--- config.mk ---
export PLATFORM = sky130hd
export DESIGN_NAME = ibus_axi_rd_bridge
export DESIGN_NICKNAME = d
export VERILOG_FILES = /design/src/rtl/ibus_axi_rd_bridge.sv
export SDC_FILE = /design/constraint.sdc
export NUM_CORES = 1
export LEC_CHECK = 0
export BUFFER_PORTS_ARGS = -buffer_cell sky130_fd_sc_hd__buf_2
export CORE_UTILIZATION = 48
export DETAILED_ROUTE_END_ITERATION = 10
export PLACE_DENSITY = 0.85
export SLEW_MARGIN = 20
export SYNTH_ARGS = -nofsm -noshare
export SYNTH_HDL_FRONTEND = slang
export SYNTH_SLANG_ARGS = --single-unit
--- constraint.sdc ---
create_clock -name clk -period 5.2 [get_ports clk]
set_clock_uncertainty 0.05 [all_clocks]
set_input_delay 0.52 -clock clk [delete_from_list [all_inputs] [get_ports clk]]
set_output_delay 0.52 -clock clk [all_outputs]
set_load 0.1 [all_outputs]
--- src/rtl/ibus_axi_rd_bridge.sv ---
`default_nettype none
// ============================================================================
//  Module   : ibus_axi_rd_bridge
//  Purpose  : Converts the instruction-fetch SRAM-like request/response
//             handshake into single-beat AXI3 read transactions. It allows one
//             outstanding transaction. The returned word is held for exactly
//             one cycle, with addr_ok and data_ok asserted together.
//  Ports    : clk, rst                  - clock, asynchronous active-high reset
//             if_addr/if_ben/if_wr      - fetch request (read when ben==4'hF)
//             flush                     - drop the in-flight fetch result
//             if_addr_ok/if_data_ok     - stall release / data valid pulse
//             if_rdata, bus_err         - fetched word, error pulse
//             ar*, r*                   - AXI3 read address / read data channels
//  Revision : 1.0 - initial release
// ============================================================================
module ibus_axi_rd_bridge #(
    parameter logic [3:0]  ARID_VAL    = 4'h0,
    parameter logic [31:0] RESET_RDATA = 32'h0
) (
    input  logic        clk,
    input  logic        rst,
    // fetch side
    input  logic [31:0] if_addr,
    input  logic [3:0]  if_ben,
    input  logic        if_wr,
    input  logic        flush,
    output logic        if_addr_ok,
    output logic        if_data_ok,
    output logic [31:0] if_rdata,
    output logic        bus_err,
    // AXI read address channel
    output logic [3:0]  arid,
    output logic [31:0] araddr,
    output logic [3:0]  arlen,
    output logic [2:0]  arsize,
    output logic [1:0]  arburst,
    output logic [1:0]  arlock,
    output logic [3:0]  arcache,
    output logic [2:0]  arprot,
    output logic        arvalid,
    input  logic        arready,
    // AXI read data channel
    input  logic [3:0]  rid,
    input  logic [31:0] rdata,
    input  logic [1:0]  rresp,
    input  logic        rlast,
    input  logic        rvalid,
    output logic        rready
);

    localparam logic [1:0] S_IDLE = 2'd0;
    localparam logic [1:0] S_AR   = 2'd1;
    localparam logic [1:0] S_R    = 2'd2;
    localparam logic [1:0] S_DONE = 2'd3;

    logic [1:0]  r_state;
    logic [31:0] r_araddr;
    logic [31:0] r_rdata;
    logic        r_err;
    logic        r_drop;

    logic        w_req;
    logic        w_beat_ok;
    logic        w_unused_rlast;

    // Single-beat bursts make rlast redundant.
    assign w_unused_rlast = rlast;

    assign w_req     = (if_ben == 4'b1111) && !if_wr;
    assign w_beat_ok = rvalid && (rid == ARID_VAL);

    always_ff @(posedge clk or posedge rst) begin
        if (rst) begin
            r_state  <= S_IDLE;
            r_araddr <= 32'h0;
            r_rdata  <= 32'h0;
            r_err    <= 1'b0;
            r_drop   <= 1'b0;
        end else begin
            case (r_state)
                S_IDLE: begin
                    if (w_req) begin
                        r_araddr <= if_addr;
                        r_state  <= S_AR;
                    end
                end
                S_AR: begin
                    // arvalid must stay up until arready, so a flush here
                    // only marks the result for discard.
                    if (flush) begin
                        r_drop <= 1'b1;
                    end
                    if (arready) begin
                        r_state <= S_R;
                    end
                end
                S_R: begin
                    if (w_beat_ok) begin
                        r_rdata <= rdata;
                        r_err   <= (rresp != 2'b00);
                        // A flush coinciding with the beat also discards it.
                        if (r_drop || flush) begin
                            r_drop  <= 1'b0;
                            r_state <= S_IDLE;
                        end else begin
                            r_state <= S_DONE;
                        end
                    end else if (flush) begin
                        r_drop <= 1'b1;
                    end
                end
                S_DONE: begin
                    r_state <= S_IDLE;
                end
                default: begin
                    r_state <= S_IDLE;
                end
            endcase
        end
    end

    // Outputs decode directly from state so an asynchronous reset clears
    // them in the same cycle it is asserted.
    assign arvalid    = (r_state == S_AR);
    assign rready     = (r_state == S_R);
    assign if_addr_ok = (r_state == S_DONE);
    assign if_data_ok = (r_state == S_DONE);
    assign if_rdata   = (r_state == S_DONE) ? r_rdata : RESET_RDATA;
    assign bus_err    = (r_state == S_DONE) && r_err;

    assign araddr  = r_araddr;
    assign arid    = ARID_VAL;
    assign arlen   = 4'h0;
    assign arsize  = 3'b010;
    assign arburst = 2'b01;
    assign arlock  = 2'b00;
    assign arcache = 4'h0;
    assign arprot  = 3'h0;

endmodule
`default_nettype wire

==> run metrics <==
clock-pin slew on the worst setup and hold paths=about 0.080 ns; drt via density=between 4 and 5; Syn Std Cell Area=3194 um^2; Die H=83.58 um; FF+latch count, synth=68; fin. max-slew vios=0; RSZ-0062 raised after global routing=no; Hold Worst Slack=between 0.3 and 0.4 ns; Starting DRT DRC Count=54; CP bufs+invs=1; Tmin final=2.826 ns; Seq/Total Area, Yosys=a little over half; crit-path cells=ha_1 -> and2_1 -> buf_2; Clock Path Buffers=2; Slew headroom=approximately 38%; CP endpoint kind=output port; vias in the first global route=about 2000; status=finished clean; Die X=between 80 and 90 um; CTS Buf Count=9; Final setup viols=0; # clock sinks=about 70; Area Overhead vs Synth=27.34%; Syn Area/Cell=roughly 14 um^2; multi-input logic area=around 1300 um^2; DR WL/cell=13.54 um; Slew @ Worst Pin=a little over 0.9 ns; post-CTS setup buffer count=0; CP max FO=35; final period utilization=between 50% and 60%; HPWL Detailed=approximately 4400 um; GRT overflow=0; initial core utilization=between 50% and 60%; commonest non-fill, non-tap cell in the layout=buf_2; Storage cell area=around 1700 um^2; Rows=29; CTS tree=done; area post-placement=~3900 um^2; initial antenna violation count=0; nets=between 400 and 500; Worst Path Arrival=2.26 ns; Crit-path slowest cell=ha_1; IO buf count=148; maximum number of pins on one net before global-route repair=a little under 70; Critical Path Start Type=flip-flop; FMAX=0.3538 GHz; cells after synthesis=229; crit-path max cell delay=0.80 ns; Boundary Pins=about 170; number of distinct library cells after synthesis=26; hold buffers post-CTS=0; via count=between 2000 and 2500; WL final=between 6000 and 7000 um; GRT Util Overall=a little under a fifth; Setup TNS=0 ns; layout cell share with drive strength beyond 1=between 60% and 70%; die footprint=6985 um^2; critical path data required time=around 4.6 ns; Final Wtd Congestion=around 0.77; Core Box Area=around 6400 um^2; warnings from Yosys=0; Fin. Hold Viols=0; commonest non-fill, non-tap cells in the layout=buf_2, dfrtp_1, mux2_2, and2_1, mux2_4; CP Class=reg -> out; first-pass GRT wire length=between 9000 and 10000 um; max-cap viol count=0; DR pass1 iterations=4; worst hold path type=in -> reg; Clock Latency Late Sink=between 0.3 and 0.4 ns; Routed Antenna Nets=0; Filler cells=approximately 520; # DRC=0; H-tree levels=3; Final Cell Area=4068 um^2; post-CTS sizing=0; CP top delay family=adder cells; diodes inserted=0; clock root buffer master=clkbuf_8
==> worst reg2reg max path: cells and delay by family, from the launching register on <==
family	cells	cell delay [ns]
adders and majority gates	1	0.25
buffers and inverters	2	0.46
DFF	1	0.42
muxes	1	0.39
and+or+nand+nor	1	0.59
==> cell type report <==
| class | instances | area share, % |
|---|---|---|
| clock buffers | 9 | 3.045 |
| well taps | 77 | 2.369 |
| inverters | 4 | 0.3691 |
| flip-flops and latches | 68 | 41.83 |
| multi-input cells | 144 | 31.74 |
| repair buffers | 151 | 18.76 |
| clock inverters | 7 | 1.876 |
==> kinds of logic after synthesis <==
| group | count (synthesis) | share of synthesized area, % |
|---|---|---|
| AND/OR/NAND/NOR | 44 | 8.344 |
| other | 2 | 0.2351 |
| AO/OA/AOI/OAI | 8 | 1.489 |
| flip-flops | 68 | 53.27 |
| buffers and inverters | 37 | 8.656 |
| multiplexers | 65 | 26.05 |
| adder cells (fa/ha/maj) | 5 | 1.958 |
==> final timing paths <==
check / cells past startpoint / slack, ns / from / end
setup / recovery: 3 / 2.37 / r_state[1] / if_rdata[1]
hold / removal: 2 / 0.35 / if_addr[22] / araddr[22]
setup reg to reg: 5 / 2.92 / r_state[0] / r_rdata[7]
hold reg to reg: 2 / 0.43 / r_err / r_err
max in group asynchronous: 3 / 4.18 / rst / r_rdata[13]
min in group asynchronous: 3 / 0.36 / rst / araddr[17]
==> sequential cells by signal, indices dropped and copies added, names as in the netlist <==
name,flops
r_err,1
araddr,32
r_state,2
r_drop,1
r_rdata,32
==> routing by layer <==
| layer | wire length (um) | global-route usage, % | share of wire [%] |
|---|---|---|---|
| met5 | 0 | 0 | 0 |
| met1 | 2509 | 21.25 | 40 |
| met2 | 3299 | 31.86 | 53 |
| met3 | 333 | 5.341 | 5.3 |
| met4 | 86 | 6.780 | 1.4 |
==> synthesized netlist by cell type <==
| library cell | instances | area (um^2) |
|---|---|---|
| or3b_1 | 1 | 8.760 |
| buf_4 | 23 | 172.7 |
| inv_1 | 4 | 15.01 |
| nor2_1 | 3 | 11.26 |
| o21ai_0 | 2 | 10.01 |
| buf_12 | 2 | 40.04 |
| a31oi_1 | 1 | 6.260 |
| buf_8 | 1 | 15.01 |
| a41oi_1 | 1 | 8.760 |
| and2_1 | 33 | 206.5 |
| nand2_1 | 3 | 11.26 |
| o31ai_1 | 1 | 7.510 |
| or4b_1 | 1 | 10.01 |
| buf_1 | 3 | 11.26 |
| a21oi_1 | 3 | 15.01 |
| mux2_4 | 27 | 405.4 |
| mux2_2 | 37 | 416.7 |
| and3_1 | 1 | 6.260 |
| mux2i_1 | 1 | 10.01 |
| dfrtp_1 | 68 | 1702 |
| conb_1 | 2 | 7.510 |
| nand2b_1 | 1 | 6.260 |
| nand4_1 | 1 | 6.260 |
| buf_6 | 1 | 11.26 |
| ha_1 | 5 | 62.56 |
| clkbuf_1 | 3 | 11.26 |
==> metrics by stage <==
stage / instances / util (%) / setup slack [ns]
finish: 460 / 63.70 / 2.374
global route: 460 / 63.70 / 2.183
CTS: 460 / 63.70 / 2.295
detailed placement: 444 / 60.56 / 2.674
global placement: 444 / 60.56 / 2.715
floorplan: 249 / - / 2.313
Power is left out: the tool's default activity adds up to more than one toggle a clock period on the data nets, which glitch-free logic cannot reach.
